File: src/rtl/mem_bus_arbiter.sv
// Two-port SRAM-like arbiter: grants the instruction or data port, translates the
// virtual address, and holds one outstanding transaction on the bridge port.
module mem_bus_arbiter #(
    parameter bit DATA_FIRST = 1'b1
) (
    input  logic        clk,
    input  logic        rst,

    input  logic        inst_req,
    input  logic [31:0] inst_addr,
    output logic        inst_addr_ok,
    output logic        inst_data_ok,
    output logic [31:0] inst_rdata,

    input  logic        data_req,
    input  logic        data_wr,
    input  logic [1:0]  data_size,
    input  logic [3:0]  data_wstrb,
    input  logic [31:0] data_addr,
    input  logic [31:0] data_wdata,
    output logic        data_addr_ok,
    output logic        data_data_ok,
    output logic [31:0] data_rdata,

    output logic        bus_req,
    output logic        bus_wr,
    output logic [1:0]  bus_size,
    output logic [3:0]  bus_wstrb,
    output logic [31:0] bus_addr,
    output logic [31:0] bus_wdata,
    output logic        bus_uncached,
    input  logic        bus_addr_ok,
    input  logic        bus_data_ok,
    input  logic [31:0] bus_rdata
);

    typedef enum logic [1:0] {
        IDLE = 2'd0,
        REQ  = 2'd1,
        WAIT = 2'd2
    } state_t;

    localparam logic [1:0] LG_NONE = 2'd0;
    localparam logic [1:0] LG_INST = 2'd1;
    localparam logic [1:0] LG_DATA = 2'd2;

    state_t      state_q, state_d;
    logic [1:0]  last_grant_q, last_grant_d;
    logic        owner_data_q, owner_data_d;
    logic [31:0] addr_q, addr_d;
    logic [31:0] wdata_q, wdata_d;
    logic [3:0]  wstrb_q, wstrb_d;
    logic [1:0]  size_q, size_d;
    logic        wr_q, wr_d;
    logic        uncached_q, uncached_d;

    logic        grant_inst;
    logic        grant_data;
    logic        done;
    logic [31:0] win_vaddr;
    logic [31:0] win_paddr;

    // kseg0/kseg1 fold onto the low 512 MB; everything else is identity-mapped.
    function automatic logic [31:0] mmu(input logic [31:0] va);
        logic [31:0] pa;
        pa = va;
        case (va[31:28])
            4'h8, 4'hA: pa[31:28] = 4'h0;
            4'h9, 4'hB: pa[31:28] = 4'h1;
            default:    pa[31:28] = va[31:28];
        endcase
        return pa;
    endfunction

    always_comb begin
        grant_inst = 1'b0;
        grant_data = 1'b0;
        if (state_q == IDLE && !rst) begin
            if (inst_req && data_req) begin
                case (last_grant_q)
                    LG_INST: grant_data = 1'b1;
                    LG_DATA: grant_inst = 1'b1;
                    default: begin
                        grant_data = DATA_FIRST;
                        grant_inst = !DATA_FIRST;
                    end
                endcase
            end else begin
                grant_inst = inst_req;
                grant_data = data_req;
            end
        end
    end

    assign win_vaddr = grant_data ? data_addr : inst_addr;
    assign win_paddr = mmu(win_vaddr);

    always_comb begin
        state_d      = state_q;
        last_grant_d = last_grant_q;
        owner_data_d = owner_data_q;
        addr_d       = addr_q;
        wdata_d      = wdata_q;
        wstrb_d      = wstrb_q;
        size_d       = size_q;
        wr_d         = wr_q;
        uncached_d   = uncached_q;
        case (state_q)
            IDLE: begin
                if (grant_inst || grant_data) begin
                    state_d      = REQ;
                    last_grant_d = grant_data ? LG_DATA : LG_INST;
                    owner_data_d = grant_data;
                    addr_d       = win_paddr;
                    uncached_d   = (win_vaddr[31:29] == 3'b101);
                    if (grant_data) begin
                        wr_d    = data_wr;
                        size_d  = data_size;
                        wstrb_d = data_wstrb;
                        wdata_d = data_wdata;
                    end else begin
                        wr_d    = 1'b0;
                        size_d  = 2'd2;
                        wstrb_d = 4'b0000;
                        wdata_d = 32'h0;
                    end
                end
            end
            REQ: begin
                if (bus_addr_ok) state_d = WAIT;
            end
            WAIT: begin
                if (bus_data_ok) state_d = IDLE;
            end
            default: state_d = IDLE;
        endcase
    end

    always_ff @(posedge clk) begin
        if (rst) begin
            state_q      <= IDLE;
            last_grant_q <= LG_NONE;
            owner_data_q <= 1'b0;
            addr_q       <= 32'h0;
            wdata_q      <= 32'h0;
            wstrb_q      <= 4'h0;
            size_q       <= 2'd0;
            wr_q         <= 1'b0;
            uncached_q   <= 1'b0;
        end else begin
            state_q      <= state_d;
            last_grant_q <= last_grant_d;
            owner_data_q <= owner_data_d;
            addr_q       <= addr_d;
            wdata_q      <= wdata_d;
            wstrb_q      <= wstrb_d;
            size_q       <= size_d;
            wr_q         <= wr_d;
            uncached_q   <= uncached_d;
        end
    end

    // A completion racing a reset belongs to the abandoned access and is dropped.
    assign done = (state_q == WAIT) && bus_data_ok && !rst;

    assign inst_addr_ok = grant_inst;
    assign data_addr_ok = grant_data;
    assign inst_data_ok = done && !owner_data_q;
    assign data_data_ok = done && owner_data_q;
    assign inst_rdata   = bus_rdata;
    assign data_rdata   = bus_rdata;

    assign bus_req      = (state_q == REQ);
    assign bus_wr       = wr_q;
    assign bus_size     = size_q;
    assign bus_wstrb    = wstrb_q;
    assign bus_addr     = addr_q;
    assign bus_wdata    = wdata_q;
    assign bus_uncached = uncached_q;

endmodule
File: config.mk
export PLATFORM = sky130hd
export DESIGN_NAME = mem_bus_arbiter
export DESIGN_NICKNAME = d
export VERILOG_FILES = /design/src/rtl/mem_bus_arbiter.sv
export SDC_FILE = /design/constraint.sdc
export NUM_CORES = 1
export LEC_CHECK = 0
export BUFFER_PORTS_ARGS = -buffer_cell sky130_fd_sc_hd__buf_2
export CAP_MARGIN = 10
export CORE_AREA = 2 2 110 112
export DETAILED_ROUTE_END_ITERATION = 8
export DIE_AREA = 0 0 112 114
export SYNTH_ARGS = -nofsm -noshare
export SYNTH_HDL_FRONTEND = slang
export SYNTH_SLANG_ARGS = --single-unit
File: constraint.sdc
create_clock -name clk -period 1.6 [get_ports clk]
set_input_delay 0.08 -clock clk [delete_from_list [all_inputs] [get_ports clk]]
set_output_delay 0.08 -clock clk [all_outputs]
set_load 0.03 [all_outputs]
==> results.yml, run 1 <==
drt:
  via_per_inst: 4.823
  detail_route.wl_per_cell_um: 16.07
  wl_um: 11410
  dr.pass1.iters: 4
  drt_iter0_markers: 164
  vias: 3424
  route.detailed.drc: 0
  antenna_left: 0
cells_and_area:
  antenna_cells: 0
  final_util_pct: 41.58
  syn_to_final_growth_pct: 39.55
  nFillCells: 1192
  multiInputGateArea_um2: 1373
  layout.nets: 700
  regArea_um2: 1521
  drive_above_1_share_pct: 42.45
  layoutNonFillerInstCount: 710
  finalInstanceArea_um2: 4870
critical_path:
  path_class: "flip-flop to primary output"
  worst-path-max-fanout: 4
  cp-end-kind: "primary output"
  cp-start-kind: "flip-flop"
  cp.arrival_ps: 1420
  cp_cell_sequence: "nor3_4 -> buf_4 -> nand2_1 -> a21oi_1 -> buf_4"
  slowest_delay_ps: 330
  crit_family: "buffers and inverters"
  cp_slowest_cell: "dfxtp_1"
  crit_top_cell: "buf_4"
  crit_buf_inv: 2
  cp.required_ps: 1520
timing:
  fin_hold_ws_ps: 10.67
  setup_violations: 0
  worstMarginPinSlew_ps: 471.6
  skew_ps: 5.169
  drv_slew: 0
  fin_tns_setup_ps: 0
  max_freq_mhz: 666.6
  fin_crit_sh_pct: 93.76
  fin_crit_ps: 1500
  fin_ws_ps: 99.91
  hold_viol: 0
  rsz0062_at_grt: "no"
  relSlewSlack_pct: 68.44
run:
  drv_cap: 0
outcome:
  outcome: "finished clean"
clock_network:
  cts.path.max_buffers: 2
  numCtsBuffers: 9
  cts_max_level: 3
  worstSkewPairLatency_ps: 330
  clk_pin_slew_worst_paths_ps: 60
  clock_sinks: 76
  root_buffer: "clkbuf_16"
  cts_tree: "done"
floorplanning:
  fp.dieW_um: 112
  io_pins: 282
  die_area_um2: 12770
  initial_utilization_pct: 29.80
  placementRows: 40
  dieHeight_um: 114
  core_area_um2: 11710
power_and_ir_drop:
  p_per_area_nw_per_um2: 1123
  vdd_drop_max_v: 0.0005688
  p_leak_nw: 2.298
  finalPower_mw: 5.467
logic_synthesis:
  yosysWarnings: 0
  synth_edf_count: 0
  syn_inst: 410
  synth_area_um2: 3490
  async_flop_share_pct: 0
  ys_seq_area_share_pct: 43.60
  synth_cell_types: 34
  syn_nets: 551
  yosys_register_bits: 76
  avgSynthCellArea_um2: 8.511
  synth_ff_type: "dfxtp_1"
place:
  io_buffers: 185
  place_inst: 662
  placed_area_um2: 4160
  dp_slack_ps: 57.78
  routabilityCongestion: 0.7991
  dpl.hpwl_um: 7961
min_path:
  hp-class: "input port to flip-flop"
global_route:
  grt.busiest_layer: "met2"
  grt_pass1_vias: 3532
  grtUsageTotal_pct: 17.31
  use_met2_pct: 29.94
  grt_first_pass_wirelength_um: 17610
  gr-usage-met3_pct: 6.801
  globalRouteOverflowTotal: 0
  use_met1_pct: 19.72
  antenna_found_initial: 0
  grt_max_degree: 73
[sequential cells by signal, indices dropped and copies added (netlist names)]
register / count
bus_addr: 32
bus_wdata: 32
bus_wstrb: 4
bus_size: 2
last_grant_q: 2
state_q: 2
bus_uncached: 1
bus_wr: 1
[area by class of cell]
| class | instances | share of cell area, % |
|---|---|---|
| Inverter | 1 | 0.1799 |
| Sequential cell | 76 | 31.24 |
| Clock inverter | 3 | 0.8993 |
| Clock buffer | 12 | 5.473 |
| Multi-Input combinational cell | 239 | 28.19 |
| Tap cell | 147 | 3.777 |
| Timing Repair Buffer | 232 | 30.24 |
[cells in the final DEF, fill, tap and decap left out, drive strengths merged, types with 4 or more instances in the layout]
| master | synthesis | final |
|---|---|---|
| buf | 78 | 201 |
| nor2 | 107 | 107 |
| dfxtp | 76 | 76 |
| a22oi | 39 | 39 |
| nor3 | 31 | 31 |
| nor4 | 30 | 30 |
| dlygate4sd3 | 0 | 29 |
| clkbuf | 16 | 13 |
| nand2 | 5 | 5 |
| a21oi | 5 | 5 |
| nand2b | 4 | 4 |
[path summary, 6_finish.rpt]
check / endpoint / slack (ps) / start / cells after the start
worst max-delay path: inst_addr_ok / 100 / state_q[1] / 5
worst min-delay path: bus_wdata[30] / 10 / data_wdata[30] / 3
worst max register to register: bus_wstrb[0] / 110 / last_grant_q[0] / 6
worst min register to register: bus_addr[18] / 490 / bus_addr[18] / 2
[kinds of logic (layout without fill, tap and decap cells)]
group | after synthesis | count (layout) | share of synthesized area (%)
buffers and inverters | 95 | 248 | 18.11
DFF | 76 | 76 | 43.60
and+or+nand+nor | 186 | 186 | 26.82
muxes | 1 | 1 | 0.2869
AOI/OAI and AO/OA | 52 | 52 | 11.19
[worst register-to-register path: cells and delay by family (launching register included)]
family | cells | cell delay (ps)
buffers and inverters | 2 | 410
flip-flops | 1 | 320
AO/OA/AOI/OAI | 1 | 210
AND/OR/NAND/NOR | 3 | 420
[report_power, final]
| group | internal (mW) | leakage (nW) | switching [mW] |
|---|---|---|---|
| clock | 1.33 | 0.155 | 0.788 |
| combinational | 0.487 | 1.52 | 0.743 |
| sequential | 2.04 | 0.626 | 0.0764 |
[layer usage]
metal,vias to the layer above,part of all wire (%)
li1,1643,-
met1,1588,40
met2,177,50
met3,16,9.3
met4,0,1.2
met5,-,0
[synth_stat cells, types with 2 or more instances]
| cell | instances | area, um^2 |
|---|---|---|
| a22oi_1 | 39 | 292.8 |
| nor4_1 | 20 | 125.1 |
| nor4_2 | 10 | 125.1 |
| buf_2 | 9 | 45.04 |
| buf_6 | 2 | 22.52 |
| nor2_1 | 107 | 401.6 |
| dfxtp_1 | 76 | 1521 |
| clkbuf_1 | 16 | 60.06 |
| nand2b_1 | 4 | 25.02 |
| nand2_1 | 5 | 18.77 |
| nor3_1 | 29 | 145.1 |
| nand3_1 | 2 | 10.01 |
| a21oi_1 | 5 | 25.02 |
| buf_4 | 66 | 495.5 |
[what timing repair did]
item / CTS / global route
pin swaps: 2 / 1
endpoints found under the setup margin: 2 / 30
gates resized for setup: 2 / 9
hold buffers: 29 / 0
gates cloned: 1 / 1
endpoints found under the hold margin: 29 / 0
buffers inserted: 2 / 0
(Power assumes the default switching activity.)
==> run 2: changes to the inputs <==
- CORE_AREA: 2 2 110 112 -> 2 2 109 111
- CTS_BUF_LIST: default -> sky130_fd_sc_hd__clkbuf_4 sky130_fd_sc_hd__clkbuf_8
- DIE_AREA: 0 0 112 114 -> 0 0 111 113
- PLACE_DENSITY: default -> 0.66
==> run 2 against run 1 <==
Critical path depth unchanged. Power shrank 7.8%. Routed wire length is 2.0% higher. Largest cell class is now non-clock buffers. Clock skew grew 2.1 ps.
==> results.yml, run 2 (synthesis gave the netlist of run 1 again) <==
timing:
  skew_ps: 7.279
  drv_slew: 0
  fin_ws_ps: 55.94
  relSlewSlack_pct: 54.57
  max_freq_mhz: 647.6
  fin_tns_setup_ps: 0
  fin_crit_sh_pct: 96.50
  worstMarginPinSlew_ps: 681.5
  rsz0062_at_grt: "yes"
  fin_crit_ps: 1544
  setup_violations: 0
  fin_hold_ws_ps: 15.04
  hold_viol: 0
cells_and_area:
  layout.nets: 721
  final_cell_mix: "buf_2 (182), nor2_1 (107), dfxtp_1 (72)"
  layoutNonFillerInstCount: 728
  final_util_pct: 43.87
  antenna_cells: 0
  drive_above_1_share_pct: 41.20
  finalInstanceArea_um2: 4945
  layout_commonest_cell: "buf_2"
  syn_to_final_growth_pct: 41.70
place:
  routabilityCongestion: 0.7981
  place_inst: 659
  placed_area_um2: 4125
  dpl.hpwl_um: 7675
  dp_slack_ps: 109.4
  io_buffers: 185
floorplanning:
  dieHeight_um: 113
  core_area_um2: 11270
  io_pins: 282
  placementRows: 39
  die_area_um2: 12540
  initial_utilization_pct: 30.96
  fp.dieW_um: 111
critical_path:
  path_class: "flip-flop to flip-flop"
  worst-path-max-fanout: 4
  cp-end-kind: "flip-flop"
  cp.arrival_ps: 1780
  reg2reg_slack_ps: 60
  cp.required_ps: 1840
  reg2reg_depth: 5
  cp-start-kind: "flip-flop"
clock_network:
  worstSkewPairLatency_ps: 350
  cts_tree: "done"
  cts_max_level: 3
  root_buffer: "clkbuf_8"
  clk_pin_slew_worst_paths_ps: 80
  clock_sinks: 76
  cts.path.max_buffers: 2
  numCtsBuffers: 9
drt:
  dr.pass1.iters: 5
  route.detailed.drc: 0
  vias: 3603
  via_per_inst: 4.949
  antenna_left: 0
  detail_route.wl_per_cell_um: 15.99
  drt_iter0_markers: 170
  wl_um: 11640
run:
  drv_cap: 0
outcome:
  outcome: "finished clean"
global_route:
  globalRouteOverflowTotal: 0
  grt_max_degree: 57
  grt_pass1_vias: 3674
  grtUsageTotal_pct: 17.92
  antenna_found_initial: 0
  grt_first_pass_wirelength_um: 17940
power_and_ir_drop:
  p_leak_nw: 2.325
  p_per_area_nw_per_um2: 1019
  vdd_drop_max_v: 0.0005030
  finalPower_mw: 5.040
min_path:
  holdPathStages: 3
  hp-class: "input port to flip-flop"
==> run 2: cell count changes in the layout (fill, tap and decap cells not counted), sizes merged <==
cell / delta
clkbuf: -4
inv: +2
dlygate4sd3: +22
bufinv: +1
clkinv: +1
==> run 2: cell type report <==
cell class                 instances  area [um^2]
timing repair buffer             253         1645
clock buffer                       9        123.9
multi-input combinational        239         1360
inverter                           1        11.26
sequential                        76         1526
fill                            1069         6327
tap                              143        178.9
clock inverter                     7        98.84
==> run 2: what timing repair did <==
action / CTS / global route
setup endpoints to repair: 2 / 5
buffers inserted: 1 / 0
cloned: 1 / 0
hold buffers: 51 / 0
resized for setup: 7 / 10
pin swaps: 0 / 2
hold endpoints to repair: 52 / 0
==> run 2: worst paths after layout <==
kind,startpoint,endpoint
setup / recovery,last_grant_q[0],bus_uncached
hold / removal,data_wdata[31],bus_wdata[31]
setup reg to reg,last_grant_q[0],bus_uncached
hold reg to reg,bus_addr[29],bus_addr[29]
==> run 2: power breakdown <==
group | switching [mW] | internal (mW) | leakage (nW)
combinational | 0.754 | 0.501 | 1.58
sequential | 0.0771 | 2.04 | 0.628
clock | 0.775 | 0.893 | 0.115
total | 1.61 | 3.43 | 2.33
==> run 2: per-layer routing <==
layer / vias to the layer above / GRT usage, % / share of wire, %
met5: - / 0 / 0
met4: 0 / 9.250 / 3.4
met3: 36 / 5.999 / 8.6
met2: 212 / 32.80 / 52
met1: 1668 / 18.20 / 36
li1: 1687 / - / -
==> run 2: worst max-delay path: stages, from the launching register on <==
cell and delay, ps:
dfxtp_2 340, nand3b_1 220, buf_4 170, and3_1 170, or2_2 290, a32o_1 260
==> run 3: changes to the inputs <==
- HOLD_SLACK_MARGIN: default -> 0.06
==> run 3 against run 2 <==
Count of clock-buffer cells in the layout unchanged. Sequential power barely moved. Die area is the same. Sequential share of layout area fell by 1.5 points. Critical endpoint unchanged.
==> results.yml, run 3 (synthesis gave the netlist of run 1 again) <==
global_route:
  grt_first_pass_wirelength_um: 18630
  antenna_found_initial: 0
  grt_pass1_vias: 3817
  grt_max_degree: 57
  grtUsageTotal_pct: 18.59
  globalRouteOverflowTotal: 0
timing:
  setup_violations: 0
  max_freq_mhz: 645.3
  fin_tns_setup_ps: 0
  skew_ps: 7.268
  drv_slew: 0
  fin_crit_ps: 1550
  relSlewSlack_pct: 54.38
  hold_viol: 0
  rsz0062_at_grt: "no"
  fin_crit_sh_pct: 96.85
  worstMarginPinSlew_ps: 684.2
cells_and_area:
  antenna_cells: 0
  final_cell_mix: "buf_2 (181), nor2_1 (107), dlygate4sd3_1 (74)"
  multiInputGateArea_um2: 1363
  finalInstanceArea_um2: 5195
  syn_to_final_growth_pct: 48.87
  regArea_um2: 1526
  layout.nets: 746
  drive_above_1_share_pct: 39.84
  nFillCells: 1044
  layout_commonest_cell: "buf_2"
floorplanning:
  initial_utilization_pct: 30.96
  io_pins: 282
  die_area_um2: 12540
  core_area_um2: 11270
  dieHeight_um: 113
  placementRows: 39
  fp.dieW_um: 111
power_and_ir_drop:
  finalPower_mw: 5.104
  p_switching_mw: 1.626
  combPwrFrac_pct: 25.7
  p_seq_share_pct: 41.5
  p_leak_nw: 2.433
  p_clk_share_pct: 32.8
  internal_power_mw: 3.478
  p_per_area_nw_per_um2: 982.5
  vdd_drop_max_v: 0.0005072
  switching_share_pct: 31.85
run:
  drv_cap: 0
drt:
  via_per_inst: 4.924
  route.detailed.drc: 0
  antenna_left: 0
  dr.pass1.iters: 4
  vias: 3708
  detail_route.wl_per_cell_um: 15.99
  wl_um: 12040
  drt_iter0_markers: 201
critical_path:
  cp-end-kind: "flip-flop"
  path_class: "flip-flop to flip-flop"
  cp-start-kind: "flip-flop"
  reg2reg_depth: 5
  worstReg2RegEnd: "bus_uncached"
  worst-path-max-fanout: 4
  regToRegStartpoint: "last_grant_q[0]"
  cp.required_ps: 1840
  crit_start: "last_grant_q[0]"
  cp.arrival_ps: 1790
  reg2reg_slack_ps: 50
clock_network:
  numCtsBuffers: 9
  cts.path.max_buffers: 2
  clock_sinks: 76
  root_buffer: "clkbuf_8"
  cts_tree: "done"
  clk_pin_slew_worst_paths_ps: 90
  cts_max_level: 3
  worstSkewPairLatency_ps: 350
min_path:
  holdPathStages: 3
  worstHoldEndpoint: "bus_addr[6]"
  hp-class: "input port to flip-flop"
  hp-start: "inst_addr[6]"
place:
  routabilityCongestion: 0.7981
  dpl.hpwl_um: 7675
  io_buffers: 185
  placed_area_um2: 4125
outcome:
  outcome: "finished clean"
## run 3: worst max-delay path, cell delays in order (launching register included)
cell and delay, ps:
dfxtp_2 340, nand3b_1 220, buf_4 170, and3_1 170, or2_2 290, a32o_1 260
## run 3: area by class of cell
class                           count  area share (%)
Clock buffer                        9           2.384
Clock inverter                      7           1.903
Inverter                            1          0.2168
Multi-Input combinational cell    239           26.23
Sequential cell                    76           29.38
Tap cell                          143           3.444
Timing Repair Buffer              278           36.44
## run 3: power groups by stage
stage | registers (mW) | clock network (mW) | logic [mW]
after global placement | 2.15 | 0 | 1.10
final | 2.12 | 1.67 | 1.31
after CTS | 2.12 | 1.73 | 1.29
after global routing | 2.13 | 1.81 | 1.41
after detailed placement | 2.16 | 0 | 1.12
after floorplan | 2.44 | 0 | 0.717
## run 3: how the worst max path moves through the flow
stage                         end  cells after the start
finish               bus_uncached                      5
global route         data_addr_ok                      5
CTS                  data_addr_ok                      5
detailed placement  bus_wdata[15]                      6
global placement     bus_addr[26]                      6
floorplan            inst_data_ok                      3
## run 3: timing repair
action	4_1_cts	5_1_grt
setup endpoints to repair	2	10
hold buffers	74	0
endpoints found under the hold margin	73	0
buffers inserted	1	2
pin swaps	0	2
resized for setup	7	11
gates cloned	1	0
## run 3: layer usage
| metal | vias up | wire (um) | GRT usage, % |
|---|---|---|---|
| met5 | - | 0 | 0 |
| met4 | 0 | 392 | 9.333 |
| met3 | 38 | 988 | 5.892 |
| met2 | 211 | 6250 | 34.23 |
| met1 | 1720 | 4407 | 19.03 |
| li1 | 1739 | - | - |
## run 3: per-stage QoR
stage	setup WS, ps	std cells	hold WS (ps)	util (%)
floorplan	31.63	410	242.0	-
global placement	139.5	659	160.3	36.60
detailed placement	109.4	659	160.3	36.60
CTS	18.09	751	66.02	45.70
global route	6.899	753	82.93	46.09
finish	50.45	753	86.34	46.09
